**src/rtl/counter_arbiter.sv**
```systemverilog
// Round-robin scheduler that lends a shared 3-bit binary/Gray up-counter
// to one of two requesters for a burst of 0..15 counting steps.
module counter_arbiter (
    input  logic       clk_i,
    input  logic       reset_i,
    input  logic [1:0] req_i,
    input  logic [1:0] req_mode_i,
    input  logic [1:0] req_clr_i,
    input  logic [3:0] req_len0_i,
    input  logic [3:0] req_len1_i,
    input  logic       abort_i,
    output logic [1:0] gnt_o,
    output logic [1:0] done_o,
    output logic       busy_o,
    output logic       owner_o,
    output logic [2:0] count_o,
    output logic       mode_o
);

    typedef enum logic [1:0] {
        IDLE = 2'd0,
        RUN  = 2'd1,
        DONE = 2'd2
    } state_e;

    state_e     state_q, state_d;
    logic [2:0] count_q, count_d;
    logic       mode_q, mode_d;
    logic       owner_q, owner_d;
    logic       last_q, last_d;
    logic [3:0] remaining_q, remaining_d;
    logic [1:0] gnt_q, gnt_d;
    logic [1:0] done_q, done_d;
    logic       busy_q, busy_d;
    logic       winner;
    logic       grantNow;

    // Gray successor walks the reflected code 000,001,011,010,110,111,101,100.
    function automatic logic [2:0] grayNext(input logic [2:0] c);
        logic [2:0] n;
        case (c)
            3'b000:  n = 3'b001;
            3'b001:  n = 3'b011;
            3'b011:  n = 3'b010;
            3'b010:  n = 3'b110;
            3'b110:  n = 3'b111;
            3'b111:  n = 3'b101;
            3'b101:  n = 3'b100;
            default: n = 3'b000;
        endcase
        return n;
    endfunction

    function automatic logic [2:0] countNext(input logic [2:0] c, input logic m);
        return m ? grayNext(c) : c + 3'd1;
    endfunction

    // With both requesting, the one not served last wins; otherwise the sole requester.
    always_comb begin
        winner   = (req_i == 2'b11) ? ~last_q : req_i[1];
        grantNow = (state_q == IDLE) && (|req_i);
    end

    always_comb begin
        state_d     = state_q;
        count_d     = count_q;
        mode_d      = mode_q;
        owner_d     = owner_q;
        last_d      = last_q;
        remaining_d = remaining_q;

        case (state_q)
            IDLE: begin
                if (grantNow) begin
                    state_d     = RUN;
                    owner_d     = winner;
                    last_d      = winner;
                    mode_d      = req_mode_i[winner];
                    remaining_d = winner ? req_len1_i : req_len0_i;
                    if (req_clr_i[winner]) begin
                        count_d = 3'b000;
                    end
                end
            end
            RUN: begin
                if (abort_i || (remaining_q == 4'd0)) begin
                    state_d = DONE;
                end else begin
                    count_d     = countNext(count_q, mode_q);
                    remaining_d = remaining_q - 4'd1;
                    if (remaining_q == 4'd1) begin
                        state_d = DONE;
                    end
                end
            end
            DONE: begin
                state_d = IDLE;
            end
            default: begin
                state_d = IDLE;
            end
        endcase

        // Pulses are computed from next state so they line up with the state they describe.
        gnt_d  = grantNow ? (2'b01 << winner) : 2'b00;
        done_d = (state_d == DONE) ? (2'b01 << owner_d) : 2'b00;
        busy_d = (state_d != IDLE);
    end

    always_ff @(posedge clk_i or posedge reset_i) begin
        if (reset_i) begin
            state_q     <= IDLE;
            count_q     <= 3'b000;
            mode_q      <= 1'b0;
            owner_q     <= 1'b0;
            last_q      <= 1'b1;
            remaining_q <= 4'd0;
            gnt_q       <= 2'b00;
            done_q      <= 2'b00;
            busy_q      <= 1'b0;
        end else begin
            state_q     <= state_d;
            count_q     <= count_d;
            mode_q      <= mode_d;
            owner_q     <= owner_d;
            last_q      <= last_d;
            remaining_q <= remaining_d;
            gnt_q       <= gnt_d;
            done_q      <= done_d;
            busy_q      <= busy_d;
        end
    end

    assign gnt_o   = gnt_q;
    assign done_o  = done_q;
    assign busy_o  = busy_q;
    assign owner_o = owner_q;
    assign count_o = count_q;
    assign mode_o  = mode_q;

endmodule

```
**config.mk**
```make
export PLATFORM = sky130hd
export DESIGN_NAME = counter_arbiter
export DESIGN_NICKNAME = d
export VERILOG_FILES = /design/src/rtl/counter_arbiter.sv
export SDC_FILE = /design/constraint.sdc
export NUM_CORES = 1
export LEC_CHECK = 0
export ABC_AREA = 1
export CORE_AREA = 2 2 54 56
export DETAILED_ROUTE_END_ITERATION = 10
export DIE_AREA = 0 0 56 58
export GPL_ROUTABILITY_DRIVEN = 0
export PLACE_DENSITY = 0.73
export SLEW_MARGIN = 15
export SYNTH_ARGS = -nofsm -noshare
export SYNTH_HDL_FRONTEND = slang
export SYNTH_SLANG_ARGS = --single-unit
```
**constraint.sdc**
```tcl
create_clock -name clk_i -period 1.05 [get_ports clk_i]
set_input_delay 0.2625 -clock clk_i [delete_from_list [all_inputs] [get_ports clk_i]]
set_output_delay 0.2625 -clock clk_i [all_outputs]
set_load 0.1 [all_outputs]
```
# Yosys cells after proc, flatten, opt, wreduce, memory -nomap -nowiden
# Cells that the tools add are included.
dict set report op_classes {
  n_addsub 2
  mul 0
  div_mod_pow 0
  order_cmp 1
  n_eq_ne 13
  n_shift 2
  muxes 23
  n_bitwise 1
  n_reduce_logical 11
}
# cell count
set ops {}
lappend ops {{$pmux W3 S7} 1}
lappend ops {{$mux W3} 4}
lappend ops {{$mux W4} 3}
lappend ops {{$mux W2} 5}
lappend ops {{$eq A3 B3 Y1 const B} 3}
lappend ops {{$pmux W4 S2} 1}
lappend ops {{$mux W1} 7}
lappend ops {{$eq A3 B2 Y1 const B} 2}
lappend ops {{$pmux W3 S2} 1}
lappend ops {{$eq A2 B2 Y1 const B} 2}
lappend ops {{$eq A4 B1 Y1 const B} 1}
lappend ops {{$logic_not A4 Y1} 1}
lappend ops {{$ne A2 B2 Y1 const B} 2}
lappend ops {{$pmux W2 S2} 1}
lappend ops {{$reduce_and A4 Y1} 1}
lappend ops {{$reduce_bool A2 Y1} 2}
lappend ops {{$shl A1 B1 Y2 const A} 2}
lappend ops {{$sub A4 B1 Y4 const B} 1}
lappend ops {{$add A3 B1 Y3 const B} 1}
lappend ops {{$eq A3 B1 Y1 const B} 1}
lappend ops {{$logic_not A3 Y1} 1}
lappend ops {{$reduce_and A3 Y1} 1}
lappend ops {{$eq A2 B1 Y1 const B} 1}
lappend ops {{$logic_not A2 Y1} 1}
lappend ops {{7 further kinds} 7}
dict set report totals {
  ff_bits 17
  latch_bits 0
  ramBits 0
  romBits 0
  in_bits 17
  out_inout_bits 10
  word_cells 62
  mem_count 0
}

# Depth between registers and ports, before layout
dict set report logic_depth {
  word_depth 7
  mapped_depth 8
  ltp_nobuf 8
}

# Least setup slack after synthesis
# Ideal clock, no wire load.
dict set report synth_timing {
  path_kind {register to register}
  start {reg count_q[1] (netlist: count_o[1])}
  end {reg count_q[1] (netlist: count_o[1])}
  setup_time_ns 0.123
  arrival_time_ns 1.627
  required_time_ns 0.927
  path_slack_ns -0.700
  path_stages_with_launch 6
  path_buffers 0
  synth_period_minus_slack_ns 1.750
  cell_sequence {dfrtp_1 -> ha_1 -> o21ai_1 -> nor2_1 -> nand3_1 -> nand2_1}
}
dict set report synth_between {
  elab_chain_cells 5
  elab_cells_between_ends 12
  cone_classes {add/sub (1); eq/ne (6); mux (4); reduce/logical (1)}
}
# item line_no
set synth_rtl {}
lappend synth_rtl {{start, declared} 27} ;# logic [2:0] count_q, count_d;
lappend synth_rtl {{start signal, assigned} 123} ;# count_q <= count_d;
lappend synth_rtl {{$eq A3 B3 Y1 (tied with other cells)} 41} ;# case (c)
lappend synth_rtl {{$pmux W3 S7} 41}
lappend synth_rtl {{$mux W3 *} 55} ;# return m ? grayNext(c) : c + 3'd1;
lappend synth_rtl {{$mux W3 *} 86} ;# if (abort_i || (remaining_q == 4'd0)) begin
lappend synth_rtl {{$pmux W3 S2 *} 72} ;# case (state_q)
# Every way passes the cells marked *; elsewhere a longest branch is shown, timed or not. The select of a mux whose other input is x is not followed.
# A chain may end at the register's enable or synchronous reset.

# Worst setup path after layout
dict set report layout_timing {
  start {reg count_q[0] (netlist: count_o[0])}
  end {reg count_q[2] (netlist: count_o[2])}
}
# The elaborated chain is that of the path after synthesis.

==> flow_summary.yaml <==
run_status:
  status: "finished with violations"
  violations: "setup timing"
grt:
  grt_pass1_wl_um: 4610
  grt_max_degree: 13
  grt_usage_pct: 18.0
  gr-total-overflow: 0
  grt_antenna_before_repair: 0
  grt_pass1_vias: 1098
routing:
  antenna_left: 0
  drt_wl_total_um: 2860
  drc: 0
  post_drt_wl_per_cell_um: 12.5
  drt_iter0_drc: 21
  vias: 1101
  vias_per_cell: 4.83
  firstDrtPassIters: 4
yosys:
  synth-adder-area-share_pct: 4.99
  synthSimpleGateAreaFrac_pct: 40.6
  synth_compound_area_share_pct: 4.62
  syn_area_per_cell_um2: 7.48
  synth_cell_types: 19
  synth.mux.area_fraction_pct: 0
  synth_seq_cells: 17
  synth-xor-area-share_pct: 0.874
  synth_warnings: 0
  synth_top_family_by_area: "simple AND/OR/NAND/NOR gates"
  synth_cells: 134
  yosysSeqAreaShare_pct: 42.6
  synth_fp_nets: 155
  synthesis.area_mm2: 0.00100
hold_path:
  hp-class: "input port to async pin"
setup_path:
  reg2reg_from: "count_o[0]$_DFFE_PP0P_"
  cpPeakStageDelay_ns: 0.50
  crit_slowest_cell: "dfrtp_4"
  arrival_ns: 1.56
  worst-path-buf-inv: 2
  rr_worst_depth: 9
  end_kind: "flip-flop"
  cpMostUsedCell: "nand2_1"
  r2r-end: "count_o[2]$_DFFE_PP0P_"
  critPathLaunchType: "flip-flop"
  crit_family: "flip-flops"
  cp_max_fo: 3
  criticalPathCategory: "flip-flop to flip-flop"
  r2r_setup_slack_ns: -0.28
  worstPathRequired_ns: 1.27
  cp_cell_sequence: "buf_6 -> ha_4 -> inv_2 -> nand2_1 -> nand2_1 -> nor2_1 -> nor2_1 -> nand3_1 -> nand2_1"
cells_and_area:
  antenna_cells: 0
  drive_gt1_share_pct: 54.8
  nNetsFinal: 219
  postLayoutCoreUtil_pct: 72.7
  syn_to_final_growth_pct: 93.1
floorplan:
  fp.dieArea_mm2: 0.00325
  die_h_um: 58
  io_pins: 27
  rows: 19
  core_area_mm2: 0.00266
  chipWidth_um: 56
  initial_utilization_pct: 37.6
sta:
  worst_slack_ns: -0.283
  period_share_pct: 127
  slew_viol_final: 0
  slew_headroom_pct: 75.3
  finalHoldViolations: 0
  skew_ns: 0.00144
  max_slew.worst_pin.slew_ns: 0.369
  fin_crit_ns: 1.33
  rsz0062_at_grt: "true"
  setup_viol: 23
  max_freq_ghz: 0.750
placed_design:
  dp_worst_setup_slack_ns: -0.444
  hpwl_um: 2010
  port_buffers: 26
power:
  leakage_uw: 0.000929
  pwr_density_cell_mw_per_mm2: 3360
  ir_drop_v: 0.00311
cts:
  cts_buffer_depth: 2
  cts.reportedPaths.clkPinSlew_ns: 0.09
  ctsRootBufferMaster: "clkbuf_4"
  cts_tree: "built"
  cts_sinks: 17
  cts_buffers: 3
  cts_max_level: 1
  clk_latency_ns: 0.28
job:
  max-cap-violations: 0
-- metrics by stage --
stage                     area [um^2]  hold slack [ns]  power, uW  setup TNS, ns  std cells
after floorplan                  1060            0.188       3630         -0.777        134
after global placement           1620            0.425       5090          -5.28        213
after detailed placement         1620            0.433       5210          -5.85        213
after CTS                        1820            0.123       6070          -3.36        224
after global routing             1940            0.137       6890          -4.31        228
final                            1940            0.122       6510          -3.29        228
-- cells in the mapped netlist --
cell type	number	area share [%]
nand2_1	48	18
dfrtp_1	16	40
nor2_1	14	5.2
inv_1	13	4.9
nand3_1	13	6.5
ha_1	4	5.0
inv_2	4	1.5
o21ai_1	4	2.0
nand2_2	3	1.9
nand3b_1	3	2.2
a21oi_1	2	1.0
nand2_4	2	2.2
nand3_2	2	2.0
dfstp_2	1	2.6
nor2_2	1	0.62
nor2_4	1	1.1
nor3b_1	1	0.75
o21ai_4	1	1.6
xor2_1	1	0.87
-- power breakdown --
part / internal, uW / switching (uW) / total, uW
Sequential: 1020 / 351 / 1370
Combinational: 2030 / 2770 / 4800
Clock: 148 / 188 / 336
Total: 3200 / 3310 / 6510
-- layer usage --
metal	up-vias	wire length (um)	part of all wire, %	track usage, %
li1	547	-	-	-
met1	521	1140	40	22.6
met2	27	1560	54	31.4
met3	6	104	3.6	3.13
met4	0	55	1.9	6.46
met5	-	0	0	0
-- what timing repair did --
| item | 4_1_cts | 5_1_grt |
|---|---|---|
| buffers inserted | 7 | 4 |
| gates cloned | 1 | 0 |
| setup endpoints to repair | 26 | 26 |
| pin swaps | 19 | 11 |
| hold buffers | 0 | 0 |
| resized for setup | 34 | 23 |
-- placed cells by master, fill, tap and decap left out, types with 2 or more instances in the layout --
cell type	instances
dfrtp_4	4
dfrtp_2	8
nand2_2	15
dlygate4sd2_1	2
inv_2	6
clkbuf_4	3
ha_4	3
o21ai_1	3
clkdlybuf4s50_1	14
nand3_1	8
nand2_4	4
nand2_8	2
nand3b_1	3
inv_4	2
buf_4	22
nor2_4	4
dfrtp_1	4
buf_12	10
nand2_1	33
inv_1	8
nor2_1	11
nand3_2	6
buf_6	10
-- area by class of cell --
class	count	area [um^2]
sequential	17	452
timing repair buffer	58	636
clock buffer	4	26.3
inverter	17	76.3
multi-input combinational	101	707
tap	31	38.8
fill	176	727
-- registers in the layout (all words and copies together) (netlist names) --
signal,cells
done_o,2
last_q,1
remaining_q,4
owner_o,1
busy_o,1
count_o,3
state_q,2
mode_o,1
gnt_o,2
-- how the worst max path moves through the flow --
stage,start,depth (start not counted),slack [ns],endpoint
after floorplan,count_o[1]$_DFFE_PP0P_,5,-0.21,count_o[1]$_DFFE_PP0P_
after global placement,req_i[0],6,-0.38,count_o[1]$_DFFE_PP0P_
after detailed placement,req_i[1],7,-0.44,count_o[0]$_DFFE_PP0P_
after CTS,count_o[0]$_DFFE_PP0P_,2,-0.26,count_o[0]
after global routing,count_o[0]$_DFFE_PP0P_,9,-0.37,count_o[2]$_DFFE_PP0P_
final,count_o[0]$_DFFE_PP0P_,9,-0.28,count_o[2]$_DFFE_PP0P_
-- cell families (layout without fill, tap and decap cells) --
logic type / after synthesis / count (layout)
AND/OR/NAND/NOR: 88 / 89
flip-flops: 17 / 17
XOR/XNOR: 1 / 1
buffers and inverters: 17 / 79
AO/OA/AOI/OAI: 7 / 7
adder cells (fa/ha/maj): 4 / 4
(Power assumes the default switching activity.)
